**config.mk**
```make
export PLATFORM = sky130hd
export DESIGN_NAME = controller_poller
export DESIGN_NICKNAME = d
export VERILOG_FILES = /design/src/rtl/controller_poller.sv
export SDC_FILE = /design/constraint.sdc
export NUM_CORES = 1
export LEC_CHECK = 0
export ABC_AREA = 0
export CAP_MARGIN = 5
export CORE_UTILIZATION = 59
export CTS_CLUSTER_DIAMETER = 100
export DETAILED_ROUTE_END_ITERATION = 6
export PLACE_DENSITY = 0.91
export SLEW_MARGIN = 20
export SYNTH_ARGS = -nofsm -noshare
export SYNTH_HDL_FRONTEND = slang
export SYNTH_SLANG_ARGS = --single-unit
```
**constraint.sdc**
```tcl
create_clock -name clk_12_5875 -period 4.2 [get_ports clk_12_5875]
set_clock_uncertainty 0.2 [all_clocks]
set_input_delay 0.84 -clock clk_12_5875 [delete_from_list [all_inputs] [get_ports clk_12_5875]]
set_output_delay 0.84 -clock clk_12_5875 [all_outputs]
set_load 0.01 [all_outputs]
```
**src/rtl/controller_poller.sv**
```systemverilog
// Polls two NES-style serial controllers on a frame or CPU trigger and
// commits both button bytes atomically for CPU readback.
//
// Ports:
//   clk_12_5875        system clock (only clock)
//   rst_B              async active-low reset
//   poll_start         one-cycle frame trigger
//   cpu_address        0 = player 1, 1 = player 2
//   data_in[7:0]       CPU write data (bit 0 requests a poll)
//   write_enable       CPU write strobe
//   SELECT_controller  address decode for this block
//   data_out[7:0]      read data, 0 when not selected for read
//   ctrl_latch         controller parallel-load strobe
//   ctrl_clk           controller shift clock, idles high
//   ctrl_data_1_B/2_B  serial button data, async, active-low
//   busy               poll in progress
//   poll_done          one-cycle pulse on commit
module controller_poller #(
    parameter int CLK_DIV      = 6,
    parameter int LATCH_CYCLES = 12
) (
    input  logic       clk_12_5875,
    input  logic       rst_B,
    input  logic       poll_start,
    input  logic       cpu_address,
    input  logic [7:0] data_in,
    input  logic       write_enable,
    input  logic       SELECT_controller,
    output logic [7:0] data_out,
    output logic       ctrl_latch,
    output logic       ctrl_clk,
    input  logic       ctrl_data_1_B,
    input  logic       ctrl_data_2_B,
    output logic       busy,
    output logic       poll_done
);

    localparam logic [2:0] S_IDLE  = 3'd0;
    localparam logic [2:0] S_LATCH = 3'd1;
    localparam logic [2:0] S_HOLD  = 3'd2;
    localparam logic [2:0] S_PULSE = 3'd3;
    localparam logic [2:0] S_DONE  = 3'd4;

    localparam logic [7:0] LAT_LAST = 8'(LATCH_CYCLES - 1);
    localparam logic [7:0] DIV_LAST = 8'(CLK_DIV - 1);

    logic [2:0] state_q, state_d;
    logic [7:0] cnt_q, cnt_d;
    logic [2:0] idx_q, idx_d;
    logic [1:0] sync1_q, sync2_q;
    logic       req_q;
    logic [7:0] shadow1_q, shadow1_d;
    logic [7:0] shadow2_q, shadow2_d;
    logic [7:0] btn1_q, btn1_d;
    logic [7:0] btn2_q, btn2_d;

    logic req;
    logic trig;
    logic bit1;
    logic bit2;
    logic unused_data;

    assign unused_data = ^data_in[7:1];

    // One held CPU write yields a single trigger via edge detect.
    assign req  = SELECT_controller & write_enable & data_in[0];
    assign trig = poll_start | (req & ~req_q);

    // Wire is active-low; stored bits are active-high.
    assign bit1 = ~sync1_q[1];
    assign bit2 = ~sync2_q[1];

    assign ctrl_latch = (state_q == S_LATCH);
    assign ctrl_clk   = (state_q != S_PULSE);
    assign busy       = (state_q != S_IDLE);
    assign poll_done  = (state_q == S_DONE);

    always_comb begin
        data_out = 8'h00;
        if (SELECT_controller && !write_enable) begin
            data_out = cpu_address ? btn2_q : btn1_q;
        end
    end

    always_comb begin
        state_d   = state_q;
        cnt_d     = cnt_q;
        idx_d     = idx_q;
        shadow1_d = shadow1_q;
        shadow2_d = shadow2_q;
        btn1_d    = btn1_q;
        btn2_d    = btn2_q;
        unique case (state_q)
            S_IDLE: begin
                if (trig) begin
                    state_d = S_LATCH;
                    cnt_d   = 8'd0;
                end
            end
            S_LATCH: begin
                if (cnt_q == LAT_LAST) begin
                    state_d = S_HOLD;
                    cnt_d   = 8'd0;
                    idx_d   = 3'd0;
                end else begin
                    cnt_d = cnt_q + 8'd1;
                end
            end
            S_HOLD: begin
                if (cnt_q == DIV_LAST) begin
                    cnt_d            = 8'd0;
                    shadow1_d[idx_q] = bit1;
                    shadow2_d[idx_q] = bit2;
                    if (idx_q == 3'd7) begin
                        // Both players commit on the same edge.
                        btn1_d  = {bit1, shadow1_q[6:0]};
                        btn2_d  = {bit2, shadow2_q[6:0]};
                        state_d = S_DONE;
                    end else begin
                        state_d = S_PULSE;
                    end
                end else begin
                    cnt_d = cnt_q + 8'd1;
                end
            end
            S_PULSE: begin
                if (cnt_q == DIV_LAST) begin
                    cnt_d   = 8'd0;
                    idx_d   = idx_q + 3'd1;
                    state_d = S_HOLD;
                end else begin
                    cnt_d = cnt_q + 8'd1;
                end
            end
            S_DONE: begin
                state_d = S_IDLE;
            end
            default: begin
                state_d = S_IDLE;
            end
        endcase
    end

    always_ff @(posedge clk_12_5875 or negedge rst_B) begin
        if (!rst_B) begin
            state_q   <= S_IDLE;
            cnt_q     <= 8'd0;
            idx_q     <= 3'd0;
            sync1_q   <= 2'b11;
            sync2_q   <= 2'b11;
            req_q     <= 1'b0;
            shadow1_q <= 8'h00;
            shadow2_q <= 8'h00;
            btn1_q    <= 8'h00;
            btn2_q    <= 8'h00;
        end else begin
            state_q   <= state_d;
            cnt_q     <= cnt_d;
            idx_q     <= idx_d;
            sync1_q   <= {sync1_q[0], ctrl_data_1_B};
            sync2_q   <= {sync2_q[0], ctrl_data_2_B};
            req_q     <= req;
            shadow1_q <= shadow1_d;
            shadow2_q <= shadow2_d;
            btn1_q    <= btn1_d;
            btn2_q    <= btn2_d;
        end
    end

endmodule
```
# == Word-level counts from Yosys, hierarchy flattened ==
# Cells that the tools add are included.
# W data, S select, Z words.
# classes
n_mux,19
n_eq_ne,12
addsub,2
n_bitwise,7
reduce_logical,13
magnitude_cmp,2
# ops
cell,n
$mux W8,5
$pmux W8 S3,1
$mux W3,7
$bwmux W8,2
$pmux W3 S4,1
$add A8 B1 Y8 const B,1
$eq A8 B3 Y1 const B,1
$eq A8 B4 Y1 const B,1
$eq A3 B2 Y1 const B,2
$eq A3 B3 Y1 const B,2
$ne A2 B2 Y1 const B,3
$pmux W3 S2,1
$reduce_and A3 Y1,2
$reduce_bool A3 Y1,2
$lt A3 B4 Y1 const B,1
$reduce_and A2 Y1,2
$reduce_and A4 Y1,1
$add A3 B1 Y3 const B,1
$and A1 B1 Y1,3
$demux W1 S3,1
$eq A3 B1 Y1 const B,1
$ge A3 B1 Y1 const B,1
$logic_not A3 Y1,1
$ne A3 B2 Y1 const B,1
8 further kinds,11
# totals
reg_bits,51
output_inout_bits,12

# == Longest topological paths before layout ==
# depth
depth_word,6
ltp_mapped,7
ltp_nobuf,6

# == Least setup slack after synthesis ==
# OpenSTA, ideal clock, no wires.
# synth_timing
kind,in2out
start,in cpu_address
end,out data_out[0]
n_path_buf,1
path_stages,3
setup_slack_ns,1.659
arrival_time_ns,1.501
cell_sequence,clkbuf_1 > mux2i_1 > nor2_1
# synth_via
elab_chain_len,2
# synth_lines
item,line_no,rtl
start: declaration,25,"input logic cpu_address,"
$mux W8,81,data_out = cpu_address ? btn2_q : btn1_q;
$mux W8,80,if (SELECT_controller && !write_enable) begin
end: declaration,29,"output logic [7:0] data_out,"
# No other way between the ends.

# == Worst setup path in the final report ==
# layout_timing
start,in cpu_address
end,out data_out[1]
# The elaborated chain is that of the path after synthesis.

==> results.ini <==
[setup_path]
arrival_ps = 2420
timing.rr.start = cnt_q[5]
worstSetupPathType = input port to output pin
start_kind = input port
reg2regPathDepth = 4
crit_start = cpu_address
crit_fanout = 8
end_kind = output pin
crit_required_ps = 3160

[detailed_routing]
drtIter0Drc = 86
first_pass_iters = 4
via_per_inst = 5.68
drt_wl_total_mm = 4.02
vias = 1561
ant_nets = 0
wl_per_cell_um = 14.6
drc = 0

[sta]
layout_min_cycle_time_ps = 3460
fin_crit_sh = 0.823
tightest_slew_ps = 850
slew_viol_final = 0
whs_ps = 158
hold_viol_final = 0
setup_tns_ps = 0
slew_headroom = 0.432
setup_viol = 0
rsz0062_at_grt = false
fmax_mhz = 289

[global_route]
grt_pass1_vias = 1527
antenna_found_initial = 0
grt_max_degree = 50
grt_pass1_wl_mm = 7.00
grt_overflow = 0
grtUsageTotal = 0.225

[cells_and_area]
syn_to_final_growth_pct = 14.7
drive_above_1_share = 0.106
instances_no_fill = 275
utilization = 0.717
nets = 246
antenna_cells = 0
fin_area_sq_um = 2680

[synthesis]
synthesis.instances = 206
yosys_warnings = 0
yosys_register_bits = 49
synthesis.area_sq_um = 2340
synth_top_area_cell = dfrtp_1
ys_async_sr_fraction = 1.00
ys_seq_area_frac = 0.526
yosysMostFrequentCell = dfrtp_1
yosysTopAreaCellShare = 0.482
synth_edf_count = 0
syn_area_per_cell_sq_um = 11.4
ys.flop_type = dfrtp_1
synth_area_leaders = dfrtp_1 (48%), mux2i_1 (10%), dfstp_2 (4.5%)
synth_fp_nets = 226
synth_cell_type_count = 40
synth_common_cells = dfrtp_1 (45), mux2i_1 (24), inv_1 (20)

[min_path]
hold_path_depth = 0
worstHoldPathType = register to register
hp-start = sync2_q[0]

[clock_network]
root_buffer = clkbuf_8
cts_hold_buffers = 0
cts_buffer_depth = 2
cts_tree = built
cts_made_buffers = 5
clkTransAtPathRegs_ps = 80
clk_latency_ps = 300
clock_sinks = 49
cts_setup_buffers = 0
postCtsResizedCells = 0
cts_max_level = 2

[outcome]
outcome = finished clean

[placed_design]
dp.cells = 267
routabilityCongestion = 0.765
io_buffers = 20
dp_hpwl_mm = 2.72
placed_area_sq_um = 2560

[floorplan]
num_rows = 22
initial_utilization = 0.625
die_area_sq_um = 4220
coreArea_sq_um = 3740
die_y_um = 65.0
ios = 28
die_w_um = 65.0

[power]
p_leak_nw = 1.27
pwr_density_cell_nw_per_um2 = 315
max-vdd-ir-drop_mv = 0.260

[run]
drv_cap = 0

path summary, 6_finish.rpt:
kind / endpoint / slack, ps
worst min register to register: sync2_q[1] / 160
max in group asynchronous: cnt_q[7] / 3050
min in group asynchronous: req_q / 340
worst max-delay path: data_out[1] / 740
worst min-delay path: sync2_q[1] / 160
worst max register to register: btn2_q[0] / 1390
placed cells by master (no fill, tap or decap), drive strengths merged, types with 3 or more instances in the layout:
cell	instances
mux2	14
and4b	3
nand2	18
nor2	13
nor2b	4
inv	20
o22ai	6
nand4b	3
clkdlybuf4s50	19
mux2i	24
dfstp	4
clkbuf	7
nor3	4
o21ai	4
ha	4
dfrtp	45
cells by family after synthesis:
| family | after synthesis | share of synthesized area |
|---|---|---|
| AND/OR/NAND/NOR | 63 | 0.162 |
| flip-flops | 49 | 0.526 |
| multiplexers | 38 | 0.170 |
| buffers and inverters | 28 | 0.0482 |
| AO/OA/AOI/OAI | 24 | 0.0722 |
| adder cells (fa/ha/maj) | 4 | 0.0214 |
per-layer routing:
metal,share of wire,up-vias,global-route usage
li1,-,760,-
met1,0.46,771,0.278
met2,0.50,24,0.383
met3,0.032,6,0.0581
met4,0.012,0,0.0667
met5,0,-,0
flip-flops by register name, indices dropped and copies added (netlist names):
register / count
state_q: 3
cnt_q: 8
shadow1_q: 7
req_q: 1
btn1_q: 8
btn2_q: 8
idx_q: 3
sync2_q: 2
shadow2_q: 7
sync1_q: 2
per-stage QoR:
stage / power [mW] / setup WS, ps
2_1_floorplan: 0.498 / 1660
3_3_place_gp: 0.517 / 716
3_5_place_dp: 0.518 / 698
4_1_cts: 0.855 / 697
5_1_grt: 0.875 / 639
6_report: 0.844 / 742
power by group:
part / total, mW / switching, mW / internal, mW
registers: 0.483 / 0.00461 / 0.478
logic: 0.0250 / 0.0148 / 0.0102
clock network: 0.336 / 0.143 / 0.194
layout make-up:
| cell class | instances | area, sq um |
|---|---|---|
| sequential | 49 | 1230 |
| fill | 286 | 1060 |
| clock inverter | 1 | 30.0 |
| timing repair buffer | 21 | 205 |
| clock buffer | 7 | 86.3 |
| multi-input combinational | 129 | 995 |
| tap | 48 | 60.1 |
| inverter | 20 | 75.1 |
worst max-delay path: stages:
cell	delay, ps
clkdlybuf4s50_1	780
mux2i_1	260
nor2_1	60
clkdlybuf4s50_1	480
No activity file was read; power rests on OpenSTA's default activity.
